<file path="src/rtl/fifo_drain_if.sv">
// Read-port and output-stream bundle for fifo_drain.
// master = the drain block; slave = the FIFO read port plus the downstream sink.
interface fifo_drain_if #(
    parameter int DATA_W = 8,
    parameter int CNT_W  = 5
);
    logic              fifo_empty;
    logic [CNT_W-1:0]  fifo_count;
    logic [DATA_W-1:0] fifo_rdata;
    logic              fifo_ren;
    logic              m_valid;
    logic              m_ready;
    logic [DATA_W-1:0] m_data;
    logic              m_last;
    logic              busy;

    modport master (
        input  fifo_empty, fifo_count, fifo_rdata, m_ready,
        output fifo_ren, m_valid, m_data, m_last, busy
    );

    modport slave (
        output fifo_empty, fifo_count, fifo_rdata, m_ready,
        input  fifo_ren, m_valid, m_data, m_last, busy
    );
endinterface

</file>
<file path="src/rtl/fifo_drain.sv">
// Drains a 16-entry FIFO onto a valid/ready stream through a 2-entry output buffer.
// Define FIFO_DRAIN_BURST_EN to group reads into bursts with an IDLE/WAIT/DRAIN machine.
module fifo_drain #(
    parameter int DATA_W    = 8,
    parameter int CNT_W     = 5,
    parameter int BURST_LEN = 4,
    parameter int TIMEOUT   = 15
) (
    input  logic         clk,
    input  logic         rst_n,
    fifo_drain_if.master bus
);
    localparam logic CFG_OK = (BURST_LEN >= 1) && (BURST_LEN <= 16) && (TIMEOUT >= 1);

    logic [DATA_W-1:0] r_buf_data [2];
    logic [1:0]        r_buf_last;
    logic              r_head;
    logic              r_tail;
    logic [1:0]        r_occ;
    logic              r_ren_q;
    logic              r_last_q;

    logic              w_pop;
    logic              w_push;
    logic [2:0]        w_pending;
    logic              w_credit;
    logic              w_allow;
    logic              w_last_tag;
    logic              w_state_busy;
    logic              w_fifo_ren;

    assign w_pop     = (r_occ != 2'd0) && bus.m_ready;
    assign w_push    = r_ren_q;
    // Words already owned (buffered or in flight) minus the one leaving this cycle.
    assign w_pending = {1'b0, r_occ} + {2'b00, r_ren_q} - {2'b00, w_pop};
    assign w_credit  = (w_pending < 3'd2);

    assign w_fifo_ren = rst_n && CFG_OK && w_allow && !bus.fifo_empty && w_credit;

    // In-flight read tracking: remembers last cycle's read and its last tag.
    always_ff @(posedge clk or negedge rst_n) begin
        if (!rst_n) begin
            r_ren_q  <= 1'b0;
            r_last_q <= 1'b0;
        end else begin
            r_ren_q  <= w_fifo_ren;
            r_last_q <= w_fifo_ren & w_last_tag;
        end
    end

    // Output buffer: in-order 2-entry ring, filled by the in-flight read, emptied by handshake.
    always_ff @(posedge clk or negedge rst_n) begin
        if (!rst_n) begin
            r_buf_data[0] <= {DATA_W{1'b0}};
            r_buf_data[1] <= {DATA_W{1'b0}};
            r_buf_last    <= 2'b00;
            r_head        <= 1'b0;
            r_tail        <= 1'b0;
            r_occ         <= 2'd0;
        end else begin
            if (w_push) begin
                r_buf_data[r_tail] <= bus.fifo_rdata;
                r_buf_last[r_tail] <= r_last_q;
                r_tail             <= ~r_tail;
            end
            if (w_pop) begin
                r_head <= ~r_head;
            end
            r_occ <= r_occ + {1'b0, w_push} - {1'b0, w_pop};
        end
    end

    assign bus.fifo_ren = w_fifo_ren;
    assign bus.m_valid  = (r_occ != 2'd0);
    assign bus.m_data   = r_buf_data[r_head];
    assign bus.m_last   = r_buf_last[r_head];
    assign bus.busy     = w_state_busy || (r_occ != 2'd0) || r_ren_q;

`ifdef FIFO_DRAIN_BURST_EN
    typedef enum logic [1:0] {
        ST_IDLE  = 2'd0,
        ST_WAIT  = 2'd1,
        ST_DRAIN = 2'd2
    } state_t;

    localparam int               REM_W     = 5;
    localparam int               TMR_W     = $clog2(TIMEOUT + 1);
    localparam logic [CNT_W-1:0] BURST_CNT = CNT_W'(BURST_LEN);
    localparam logic [REM_W-1:0] BURST_REM = REM_W'(BURST_LEN);
    localparam logic [TMR_W-1:0] TMR_LAST  = TMR_W'(TIMEOUT - 1);
    localparam logic [TMR_W-1:0] TMR_SAT   = TMR_W'(TIMEOUT);

    state_t           r_state;
    state_t           w_state_nxt;
    logic [REM_W-1:0] r_rem;
    logic [REM_W-1:0] w_rem_nxt;
    logic [TMR_W-1:0] r_tmr;
    logic [TMR_W-1:0] w_tmr_nxt;

    // Reads are granted only while a burst has words left to fetch.
    assign w_allow      = (r_state == ST_DRAIN) && (r_rem != {REM_W{1'b0}});
    assign w_last_tag   = (r_rem == REM_W'(1));
    assign w_state_busy = (r_state != ST_IDLE);

    // Burst state register.
    always_ff @(posedge clk or negedge rst_n) begin
        if (!rst_n) begin
            r_state <= ST_IDLE;
            r_rem   <= {REM_W{1'b0}};
            r_tmr   <= {TMR_W{1'b0}};
        end else begin
            r_state <= w_state_nxt;
            r_rem   <= w_rem_nxt;
            r_tmr   <= w_tmr_nxt;
        end
    end

    // Burst next-state: full bursts start at once, partial ones after the WAIT timeout.
    always_comb begin
        w_state_nxt = r_state;
        w_rem_nxt   = r_rem;
        w_tmr_nxt   = r_tmr;
        case (r_state)
            ST_IDLE: begin
                if (bus.fifo_count >= BURST_CNT) begin
                    w_state_nxt = ST_DRAIN;
                    w_rem_nxt   = BURST_REM;
                end else if (bus.fifo_count != {CNT_W{1'b0}}) begin
                    w_state_nxt = ST_WAIT;
                    w_tmr_nxt   = {TMR_W{1'b0}};
                end else begin
                    w_state_nxt = ST_IDLE;
                end
            end
            ST_WAIT: begin
                if (r_tmr != TMR_SAT) begin
                    w_tmr_nxt = r_tmr + TMR_W'(1);
                end else begin
                    w_tmr_nxt = r_tmr;
                end
                if (bus.fifo_count >= BURST_CNT) begin
                    w_state_nxt = ST_DRAIN;
                    w_rem_nxt   = BURST_REM;
                end else if (r_tmr == TMR_LAST) begin
                    w_state_nxt = ST_DRAIN;
                    w_rem_nxt   = REM_W'(bus.fifo_count);
                end else begin
                    w_state_nxt = ST_WAIT;
                end
            end
            ST_DRAIN: begin
                if (r_rem == {REM_W{1'b0}}) begin
                    w_state_nxt = ST_IDLE;
                end else if (w_fifo_ren) begin
                    w_rem_nxt = r_rem - REM_W'(1);
                    if (r_rem == REM_W'(1)) begin
                        w_state_nxt = ST_IDLE;
                    end else begin
                        w_state_nxt = ST_DRAIN;
                    end
                end else begin
                    w_state_nxt = ST_DRAIN;
                end
            end
            default: begin
                w_state_nxt = ST_IDLE;
                w_rem_nxt   = {REM_W{1'b0}};
                w_tmr_nxt   = {TMR_W{1'b0}};
            end
        endcase
    end
`else
    // Streaming: read whenever credit allows; the FIFO's final word closes the group.
    assign w_allow      = 1'b1;
    assign w_last_tag   = (bus.fifo_count == CNT_W'(1));
    assign w_state_busy = 1'b0;
`endif

endmodule

</file>
<file path="src/flat_wrapper.sv">
// flat-port wrapper written by rule: the top's interface ports become plain ports
module fifo_drain_flat 
#(
    parameter int DATA_W    = 8,
    parameter int CNT_W     = 5,
    parameter int BURST_LEN = 4,
    parameter int TIMEOUT   = 15
)
  (clk, rst_n, bus_fifo_empty, bus_fifo_count, bus_fifo_rdata, bus_m_ready, bus_fifo_ren, bus_m_valid, bus_m_data, bus_m_last, bus_busy);
  fifo_drain_if #(.DATA_W(DATA_W), .CNT_W(CNT_W)) bus_i ();
  input  logic clk;
  input  logic rst_n;
  input wire logic [$bits(bus_i.fifo_empty)-1:0] bus_fifo_empty;
  input wire logic [$bits(bus_i.fifo_count)-1:0] bus_fifo_count;
  input wire logic [$bits(bus_i.fifo_rdata)-1:0] bus_fifo_rdata;
  input wire logic [$bits(bus_i.m_ready)-1:0] bus_m_ready;
  output wire logic [$bits(bus_i.fifo_ren)-1:0] bus_fifo_ren;
  output wire logic [$bits(bus_i.m_valid)-1:0] bus_m_valid;
  output wire logic [$bits(bus_i.m_data)-1:0] bus_m_data;
  output wire logic [$bits(bus_i.m_last)-1:0] bus_m_last;
  output wire logic [$bits(bus_i.busy)-1:0] bus_busy;
  assign bus_i.fifo_empty = bus_fifo_empty;
  assign bus_i.fifo_count = bus_fifo_count;
  assign bus_i.fifo_rdata = bus_fifo_rdata;
  assign bus_i.m_ready = bus_m_ready;
  assign bus_fifo_ren = bus_i.fifo_ren;
  assign bus_m_valid = bus_i.m_valid;
  assign bus_m_data = bus_i.m_data;
  assign bus_m_last = bus_i.m_last;
  assign bus_busy = bus_i.busy;
  fifo_drain #(.DATA_W(DATA_W), .CNT_W(CNT_W), .BURST_LEN(BURST_LEN), .TIMEOUT(TIMEOUT)) u_core (.clk(clk), .rst_n(rst_n), .bus(bus_i));
endmodule
</file>
<file path="config.mk">
export PLATFORM = sky130hd
export DESIGN_NAME = fifo_drain_flat
export DESIGN_NICKNAME = d
export VERILOG_FILES = /design/src/rtl/fifo_drain_if.sv /design/src/rtl/fifo_drain.sv /design/src/flat_wrapper.sv
export SDC_FILE = /design/constraint.sdc
export NUM_CORES = 1
export LEC_CHECK = 0
export ABC_AREA = 1
export BUFFER_PORTS_ARGS = -buffer_cell sky130_fd_sc_hd__buf_2
export CORE_MARGIN = 1.5
export CORE_UTILIZATION = 49
export CTS_BUF_LIST = sky130_fd_sc_hd__clkbuf_2
export CTS_CLUSTER_DIAMETER = 150
export CTS_CLUSTER_SIZE = 12
export DETAILED_ROUTE_END_ITERATION = 7
export HOLD_SLACK_MARGIN = 0.12
export PLACE_DENSITY_LB_ADDON = 0.12
export SETUP_SLACK_MARGIN = 0.2
export SKIP_CTS_REPAIR_TIMING = 1
export SLEW_MARGIN = 5
export SYNTH_ARGS = -nofsm -noshare
export SYNTH_HDL_FRONTEND = slang
export SYNTH_SLANG_ARGS = --single-unit
</file>
<file path="constraint.sdc">
create_clock -name clk -period 2.3 [get_ports clk]
set_input_delay 0.46 -clock clk [delete_from_list [all_inputs] [get_ports clk]]
set_output_delay 0.46 -clock clk [all_outputs]
set_load 0.05 [all_outputs]
</file>
==> results_dict.tcl <==
set metrics [dict create \
    status "complete, but fails checks" \
    violations "negative setup slack" \
    cp_max_fo 2 \
    num-nets-final 196 \
    min_from "bus_fifo_count[1]" \
    synth_seq_cells 24 \
    yosysSeqAreaShare 0.5150 \
    syn_nets 155 \
    gr-usage-all-layers 0.1935 \
    cpPeakStageDelay_ps 580 \
    worstHoldEndpoint "u_core.r_last_q$_DFF_PN0_" \
    syn_area_sq_um 1166 \
    max_cap_violations 0 \
    viasPerCell 4.695 \
    critPathSlowestCell "fa_2" \
    num_rows 17 \
    tns_ps -576.1 \
    netlist_instances 135 \
    post_drt_wl_per_cell_um 10.69 \
    portBuffers 28 \
    grt_pass1_wl_um 3808 \
    cts-root-buf "clkbuf_2" \
    drive_above_1_share 0.4457 \
    syn_area_per_cell_sq_um 8.638 \
    clkTransAtPathRegs_ps 210 \
    cts_max_level 1 \
    timing.hold.ws_ps 335.2 \
    r2r-start "u_core.r_occ[1]$_DFF_PN0_" \
    synth_cell_type_count 12 \
    critical_path.cell_chain "inv_2, nand2_8, nand2_4, inv_2, ha_4, inv_2, ha_4, fa_2, nor2_2, nand2_2, clkinvlp_4, buf_8" \
    min_period_ps 2876 \
    vias 953 \
    startpoint_type "register" \
    antenna_found_initial 0 \
    numCtsBuffers 3 \
    seq_area_sq_um 600.6 \
    clockBufferDepth 2 \
    peakVddDrop_uv 881.8 \
    crit_type "register to output port" \
    start_util 0.5221 \
    tightest_slew_ps 429.3 \
    ant_nets 0 \
    end_kind "output port" \
    worstPathArrival_ps 2420 \
    worst-r2r-setup-slack_ps 170 \
    skew_ps 16.03 \
    multi_input_area_sq_um 519.2 \
    synthToLayoutAreaGrowth_pct 30.47 \
    fin_ws_ps -576.1 \
    finalPower_uw 2406 \
    grt_pass1_vias 904 \
    totalWireLength_um 2170 \
    cts_tree "built" \
    dieArea_sq_um 2682 \
    final_core_util 0.6812 \
    cts.sinks 24 \
    hold_violations 0 \
    fp.dieH_um 51.79 \
    drc 0 \
    dp_hpwl_um 1523 \
    setup_viol 1 \
    io_pins 29 \
    max_slew_margin 0.7128 \
    min_period_over_period 1.250 \
    r2r_cells 12 \
    worstPathRequired_ps 1840 \
    min-delay-path-class "input pin to register" \
    hold_depth 4 \
    grt_max_degree 25 \
    fmax_mhz 347.7 \
    rsz0062_at_grt "yes" \
    grt_overflow 0 \
    p_per_area_nw_per_um2 1581 \
    gp_congestion 0.7899 \
    n_antenna_cell 0 \
    clkLatencyLatePin_ps 350 \
    synth_warnings 0 \
    slew_viol_final 0 \
    coreArea_sq_um 2233 \
    p_leak_uw 0.0008237 \
    crit_top_cell "inv_2" \
    die_w_um 51.79 \
    dr.pass1.iters 4 \
    r2r-end "u_core.r_ren_q$_DFF_PN0_" \
    fill_cells 200 \
    dr.first_iter.drc_count 18 \
]
metal layers:
layer | routed length [um] | share of wire | up-vias | global-route usage
met2 | 1110 | 0.51 | 25 | 0.3376
met5 | 0 | 0 | - | 0
met1 | 943 | 0.43 | 437 | 0.2338
met3 | 70 | 0.032 | 6 | 0.02874
met4 | 45 | 0.021 | 0 | 0.09211
li1 | - | - | 485 | -
report_power, final:
group	internal, uW	switching, uW
Clock	150	128
Combinational	458	963
Sequential	606	101
synthesized netlist by cell type:
cell type	count	area, sq um
o21ai_2	18	157.7
nand2_1	56	210.2
fa_1	1	20.02
nor2_1	4	15.01
dfrtp_1	24	600.6
nand2_2	2	12.51
ha_1	2	25.02
inv_1	21	78.83
buf_6	2	22.52
buf_2	1	5.000
nand3_1	3	15.01
clkinv_1	1	3.750
registers in the layout (all words and copies together), names as in the netlist:
name               cells
u_core.r_buf_data     16
u_core.r_ren_q         1
u_core.r_last_q        1
u_core.r_tail          1
u_core.r_occ           2
u_core.r_buf_last      2
u_core.r_head          1
layout by cell type, fill, tap and decap left out:
master	netlist	routed
fa_2	0	1
buf_8	0	1
nand2_8	0	1
inv_2	0	5
buf_2	1	27
inv_1	21	15
ha_4	0	2
nand2_1	56	51
dlygate4sd3_1	0	1
buf_4	0	10
nand2_4	0	1
clkinvlp_4	0	1
bufinv_16	0	1
clkbuf_2	0	3
nand2_2	2	5
clkinv_1	1	1
nand3_1	3	3
dfrtp_1	24	24
o21ai_2	18	18
nor2_2	0	2
nor2_1	4	2
cell families after synthesis:
logic type      after synthesis  synth area share
fa+ha+maj                     3           0.03862
flops                        24            0.5150
compound gates               18            0.1352
buf+inv                      25           0.09442
simple gates                 65            0.2167
area by class of cell:
cell class,count,share of cell area
clock inverter,1,0.01974
clock buffer,3,0.009868
inverter,22,0.05674
tap,28,0.02303
multi-input combinational,86,0.3413
timing repair buffer,39,0.1546
sequential,24,0.3947
how the worst max path moves through the flow:
stage	start	endpoint	slack [ps]
4_1_cts	u_core.r_occ[1]$_DFF_PN0_	bus_fifo_ren	-690
6_report	u_core.r_occ[1]$_DFF_PN0_	bus_fifo_ren	-580
2_1_floorplan	u_core.r_occ[1]$_DFF_PN0_	bus_fifo_ren	-220
3_3_place_gp	bus_m_ready	bus_fifo_ren	-290
5_1_grt	u_core.r_occ[1]$_DFF_PN0_	bus_fifo_ren	-710
3_5_place_dp	bus_m_ready	bus_fifo_ren	-320
worst max-delay path: cells and delay by family (launching register included):
family | cells | cell delay (ps)
flip-flops | 1 | 440
buffers and inverters | 5 | 430
adder cells (fa/ha/maj) | 3 | 980
AND/OR/NAND/NOR | 4 | 240
metrics by stage:
step,setup WS [ps],cells,cell area [sq um]
finish,-576.1,203,1521
global placement,-285.3,195,1391
global route,-705.3,203,1521
CTS,-687.5,199,1436
floorplan,-217.0,135,1191
detailed placement,-322.7,195,1391
Note: power is estimated with default switching activity, not from simulation.
